--- config.mk ---
export PLATFORM = sky130hd
export DESIGN_NAME = simple_c_pipe
export DESIGN_NICKNAME = d
export VERILOG_FILES = /design/src/rtl/simple_c_pipe.sv
export SDC_FILE = /design/constraint.sdc
export NUM_CORES = 1
export LEC_CHECK = 0
export ABC_AREA = 1
export ABC_CLOCK_PERIOD_IN_PS = 1600
export CORE_UTILIZATION = 53
export CTS_BUF_LIST = sky130_fd_sc_hd__clkbuf_4
export DETAILED_ROUTE_END_ITERATION = 7
export GPL_TIMING_DRIVEN = 1
export MAX_ROUTING_LAYER = met4
export PLACE_DENSITY = 0.81
export SLEW_MARGIN = 20
export SYNTH_ARGS = -nofsm -noshare
export SYNTH_HDL_FRONTEND = slang
export SYNTH_SLANG_ARGS = --single-unit
--- constraint.sdc ---
create_clock -name clk -period 1.6 [get_ports clk]
set_input_delay 0.32 -clock clk [delete_from_list [all_inputs] [get_ports clk]]
set_output_delay 0.32 -clock clk [all_outputs]
set_load 0.02 [all_outputs]
--- src/rtl/simple_c_pipe.sv ---
// Clocked, multi-lane model of the simple_c cell: d = (a & b) | ~c, e = ~c, with each gate's
// delay as a transport shift register. Optional per-lane glitch detector: SIMPLE_C_HAZARD_DET_EN.
module simple_c_pipe #(
  parameter int WIDTH   = 4,
  parameter int AND_DLY = 3,
  parameter int NOT_DLY = 1,
  parameter int OR_DLY  = 2,
  parameter int CNT_W   = 8,
  parameter int HZ_WIN  = 4
) (
  input  logic             clk,
  input  logic             rst,
  input  logic             in_valid,
  input  logic [WIDTH-1:0] a,
  input  logic [WIDTH-1:0] b,
  input  logic [WIDTH-1:0] c,
  output logic [WIDTH-1:0] d_out,
  output logic [WIDTH-1:0] e_out,
  output logic             out_valid,
  output logic [CNT_W-1:0] d_toggle_cnt,
  output logic [WIDTH-1:0] hazard
);

  localparam int PATH_MAX = (AND_DLY > NOT_DLY) ? AND_DLY : NOT_DLY;
  localparam int FILL_L   = PATH_MAX + OR_DLY;
  localparam int FILL_W   = $clog2(FILL_L + 1);
  localparam logic [FILL_W-1:0] FILL_MAX = FILL_W'(FILL_L);
  localparam logic [CNT_W-1:0]  TOG_MAX  = {CNT_W{1'b1}};
  // A misconfigured instance (any delay or window below one) never reports a filled pipeline.
  localparam bit PARAMS_OK = (AND_DLY >= 1) && (NOT_DLY >= 1) && (OR_DLY >= 1) && (HZ_WIN >= 1);

  // in_valid is a one-cycle capture strobe with no backpressure: a/b/c are taken at any edge
  // where in_valid=1, while the gate chains below advance every cycle regardless.
  logic [WIDTH-1:0] a_r, b_r, c_r;
  logic [WIDTH-1:0] and_sr [AND_DLY];
  logic [WIDTH-1:0] not_sr [NOT_DLY];
  logic [WIDTH-1:0] or_sr  [OR_DLY];
  logic [WIDTH-1:0] w1_d, e_d, d_prev, d_diff;
  logic [FILL_W-1:0] fill;
  logic [CNT_W-1:0]  tog_cnt;

  assign w1_d   = and_sr[AND_DLY-1];
  assign e_d    = not_sr[NOT_DLY-1];
  assign d_out  = or_sr[OR_DLY-1];
  assign e_out  = e_d;
  assign d_diff = d_out ^ d_prev;

  assign out_valid    = PARAMS_OK && (fill == FILL_MAX);
  assign d_toggle_cnt = tog_cnt;

  // Reset loads the settled state of a=b=c=0 so no spurious edges follow reset.
  always_ff @(posedge clk) begin
    if (rst) begin
      a_r <= '0;
      b_r <= '0;
      c_r <= '0;
      for (int i = 0; i < AND_DLY; i++) and_sr[i] <= '0;
      for (int i = 0; i < NOT_DLY; i++) not_sr[i] <= '1;
      for (int i = 0; i < OR_DLY; i++)  or_sr[i]  <= '1;
    end else begin
      if (in_valid) begin
        a_r <= a;
        b_r <= b;
        c_r <= c;
      end
      and_sr[0] <= a_r & b_r;
      for (int i = 1; i < AND_DLY; i++) and_sr[i] <= and_sr[i-1];
      not_sr[0] <= ~c_r;
      for (int i = 1; i < NOT_DLY; i++) not_sr[i] <= not_sr[i-1];
      or_sr[0] <= w1_d | e_d;
      for (int i = 1; i < OR_DLY; i++)  or_sr[i]  <= or_sr[i-1];
    end
  end

  // d_prev holds d_out from one cycle earlier; its reset value makes the first compare against all-ones.
  always_ff @(posedge clk) begin
    if (rst) begin
      d_prev  <= '1;
      fill    <= '0;
      tog_cnt <= '0;
    end else begin
      d_prev <= d_out;
      if (fill != FILL_MAX) fill <= fill + FILL_W'(1);
      if ((|d_diff) && (tog_cnt != TOG_MAX)) tog_cnt <= tog_cnt + CNT_W'(1);
    end
  end

`ifdef SIMPLE_C_HAZARD_DET_EN
  localparam int HZ_CW = $clog2(HZ_WIN + 1);
  localparam logic [HZ_CW-1:0] HZ_MAX = HZ_CW'(HZ_WIN);

  logic [HZ_CW-1:0] hz_cnt [WIDTH];

  // Cycles since the lane's last d_out change, parked at HZ_MAX when quiet.
  always_ff @(posedge clk) begin
    for (int i = 0; i < WIDTH; i++) begin
      if (rst)                      hz_cnt[i] <= HZ_MAX;
      else if (d_diff[i])           hz_cnt[i] <= '0;
      else if (hz_cnt[i] != HZ_MAX) hz_cnt[i] <= hz_cnt[i] + HZ_CW'(1);
    end
  end

  always_comb begin
    hazard = '0;
    for (int i = 0; i < WIDTH; i++) hazard[i] = d_diff[i] && (hz_cnt[i] < HZ_MAX);
  end
`else
  assign hazard = '0;
`endif

endmodule
==> results.yml <==
logic_synthesis:
  synth_top_family_by_area: "simple AND/OR/NAND/NOR gates"
  synth_area_leaders: "dfxtp_1 53%, nor2_1 9.8%, nand2_1 8.4%"
  yosys.area.top_type: "dfxtp_1"
  synthDistinctLibCells: 23
  synth_top_area_frac: 0.5316
  ys_warn_count: 0
  syn_area_mm2: 0.001921
  synth_xor_area_frac: 0.01368
  syn_avg_cell_area_um2: 7.904
  ys_seq_area_frac: 0.5316
  synth_mux_area_frac: 0
  synthSimpleGateAreaFrac: 0.2410
  synth_cells: 243
  synth_compound_area_frac: 0.07036
  synth-adder-area-share: 0.01954
  synth-seq-cells: 51
sta:
  skew_ns: 0.01646
  fmax_mhz: 668.2
  fin_crit_sh: 0.9354
  tns_ns: 0
  rsz0062_at_grt: "no"
  drv_slew: 0
  period_needed_ns: 1.497
  final_hold_viol_count: 0
  setup_viol: 0
cells_and_area:
  final_area_mm2: 0.002272
  drive_above_1_share: 0.08425
  diodes: 0
  nFillCells: 311
  area_growth_pct: 18.31
  finalNetCount: 290
worst_setup_path:
  critPathMaxStageDelay_ns: 0.47
  rr_endpoint: "d_toggle_cnt[5]"
  crit_family: "flip-flops"
  critPathArrivalTime_ns: 1.18
  setup.worst_path.start: "d_toggle_cnt[6]"
  cp_max_fo: 6
  cp-end-kind: "primary output"
  ff2ff_path_depth: 8
  cp_cell_sequence: "dlygate4sd2_1"
  cp_slowest_cell: "dfxtp_1"
  startpoint_type: "flip-flop"
  path_buf_inv: 1
  path_class: "flip-flop to primary output"
  cp.required_ns: 1.28
  reg2reg_from: "d_toggle_cnt[0]"
  regToRegSetupSlack_ns: 0.18
floorplanning:
  die_w_um: 62.20
  num_rows: 21
  core_mm2: 0.003416
  fp.dieArea_mm2: 0.003868
  io_pins: 36
  fp.dieH_um: 62.20
  initial_core_util: 0.5623
routing:
  drtPass1Iterations: 4
  drt-total-wl_mm: 2.897
  wire_per_inst_um: 9.082
  vias_per_cell: 4.549
  drt_drc_violations_left: 0
  vias: 1451
  drtIter0Drc: 99
  antenna_left: 0
global_routing:
  grt-ovfl-total: 0
  grt_pass1_wl_mm: 5.333
  grt_usage: 0.1760
  grt_max_degree: 35
  grt_antenna_before_repair: 0
  grt_pass1_vias: 1277
cts:
  htreeDepth: 2
  tritoncts: "built"
  clk_pin_slew_worst_paths_ns: 0.13
  cts_buffer_depth: 2
  cts_buffers: 5
  clock_latency_ns: 0.35
  clockRootBuffer: "clkbuf_4"
  cts-hold-fix-buffers: 0
  clock-sinks: 51
worst_hold_path:
  min_to: "not_sr[0][3]"
  hp-start: "c_r[3]"
  whs_path_depth: 1
  hold_path.class: "flip-flop to flip-flop"
place:
  gp_congestion: 0.7763
  placed_cell_area_mm2: 0.002228
  io_buffers: 31
  dp_hpwl_mm: 2.001
power:
  power.leakage_uw: 0.001074
  vdd.ir_drop.worst_mv: 0.7088
  powerDensity_mw_per_mm2: 961.0
flow_run:
  cap_violations: 0
run_status:
  status: "finished clean"
==> synthesized netlist by cell type <==
master	number
xnor2_1	2
nand3b_1	1
conb_1	1
dfxtp_1	51
nor2_1	50
clkbuf_8	1
buf_2	2
nand3_1	8
a21oi_1	11
nand2_1	43
nand4_2	1
buf_4	8
or2_2	4
nor2_4	1
nor3_1	1
ha_1	3
o21ai_0	16
xor2_1	1
nand4_1	1
buf_6	2
nand2_2	1
clkbuf_1	4
inv_1	30
==> layout by cell type (no fill, tap or decap) <==
master / Yosys / routed
a21oi_1: 11 / 11
buf_12: 0 / 1
buf_2: 2 / 1
buf_4: 8 / 4
clkbuf_4: 0 / 6
clkdlybuf4s50_1: 0 / 14
clkinv_2: 0 / 1
clkinvlp_4: 0 / 1
conb_1: 1 / 4
dfxtp_1: 51 / 49
dfxtp_2: 0 / 2
dlygate4sd2_1: 0 / 16
ha_1: 3 / 3
inv_1: 30 / 30
nand2_1: 43 / 43
nand2_2: 1 / 1
nand3_1: 8 / 8
nand3b_1: 1 / 1
nand4_1: 1 / 1
nand4_4: 0 / 1
nor2_1: 50 / 50
nor2_4: 1 / 1
nor3_1: 1 / 1
o21ai_0: 16 / 16
or2_2: 4 / 4
xnor2_1: 2 / 2
xor2_1: 1 / 1
==> cell families (layout without fill, tap and decap cells) <==
group | count (synthesis) | in the layout
other | 1 | 4
buffers and inverters | 47 | 74
flip-flops | 51 | 51
AND/OR/NAND/NOR | 111 | 111
XOR/XNOR | 3 | 3
AO/OA/AOI/OAI | 27 | 27
adder cells (fa/ha/maj) | 3 | 3
==> sequential cells by signal, summed over array words and instances, names as in the netlist <==
signal / cells
and_sr: 12
d_toggle_cnt: 8
or_sr: 8
a_r: 4
b_r: 4
c_r: 4
d_prev: 4
not_sr: 4
fill: 3
==> layer usage <==
| layer | global-route usage | vias to the layer above | share of wire |
|---|---|---|---|
| met5 | - | - | 0 |
| met4 | 0.06105 | 0 | 0.011 |
| met3 | 0.04412 | 4 | 0.038 |
| met2 | 0.2981 | 33 | 0.50 |
| met1 | 0.2023 | 627 | 0.45 |
| li1 | - | 787 | - |
==> metrics by stage <==
stage	utilization	hold slack (ns)	worst slack (ns)	total power [µW]	instances
finish	0.6652	0.4057	0.1034	2184	319
global route	0.6652	0.4178	0.02083	2296	319
CTS	0.6626	0.4097	0.08466	2202	319
detailed placement	0.6524	0.3771	0.06673	1665	311
global placement	0.6524	0.3695	0.07878	1657	311
floorplan	-	0.3624	0.1723	1566	246
==> power breakdown <==
part           switching, µW  leakage (µW)  internal, µW
logic                    138      0.000625           113
clock network            376     0.0000317           187
registers               38.7      0.000418          1330
total                    553       0.00107          1630
==> worst max-delay path by stage <==
stage	to	cells after the start
2_1_floorplan	d_toggle_cnt[2]	7
3_3_place_gp	out_valid	4
3_5_place_dp	out_valid	4
4_1_cts	out_valid	5
5_1_grt	d_toggle_cnt[7]	7
6_report	d_toggle_cnt[6]	1
==> layout make-up <==
type                       instances  area (µm²)  share of cell area
sequential                        51        1023              0.4504
multi-input combinational        148       685.7              0.3018
timing repair buffer              36       335.3              0.1476
inverter                          30       112.6             0.04956
tap                               46       57.56             0.02533
clock buffer                       6       45.04             0.01982
clock inverter                     2       12.51            0.005507
==> worst reg2reg max path, delay by kind of cell (launching register included) <==
| kind | cells | cell delay (ns) |
|---|---|---|
| buffers and inverters | 1 | 0.14 |
| DFF | 1 | 0.42 |
| and+or+nand+nor | 6 | 0.59 |
| adders and majority gates | 1 | 0.20 |
==> repair_timing <==
item | CTS | global route
endpoints found under the setup margin | 17 | 8
buffers inserted | 0 | 0
resized for setup | 22 | 1
No activity file was read; power rests on OpenSTA's default activity.
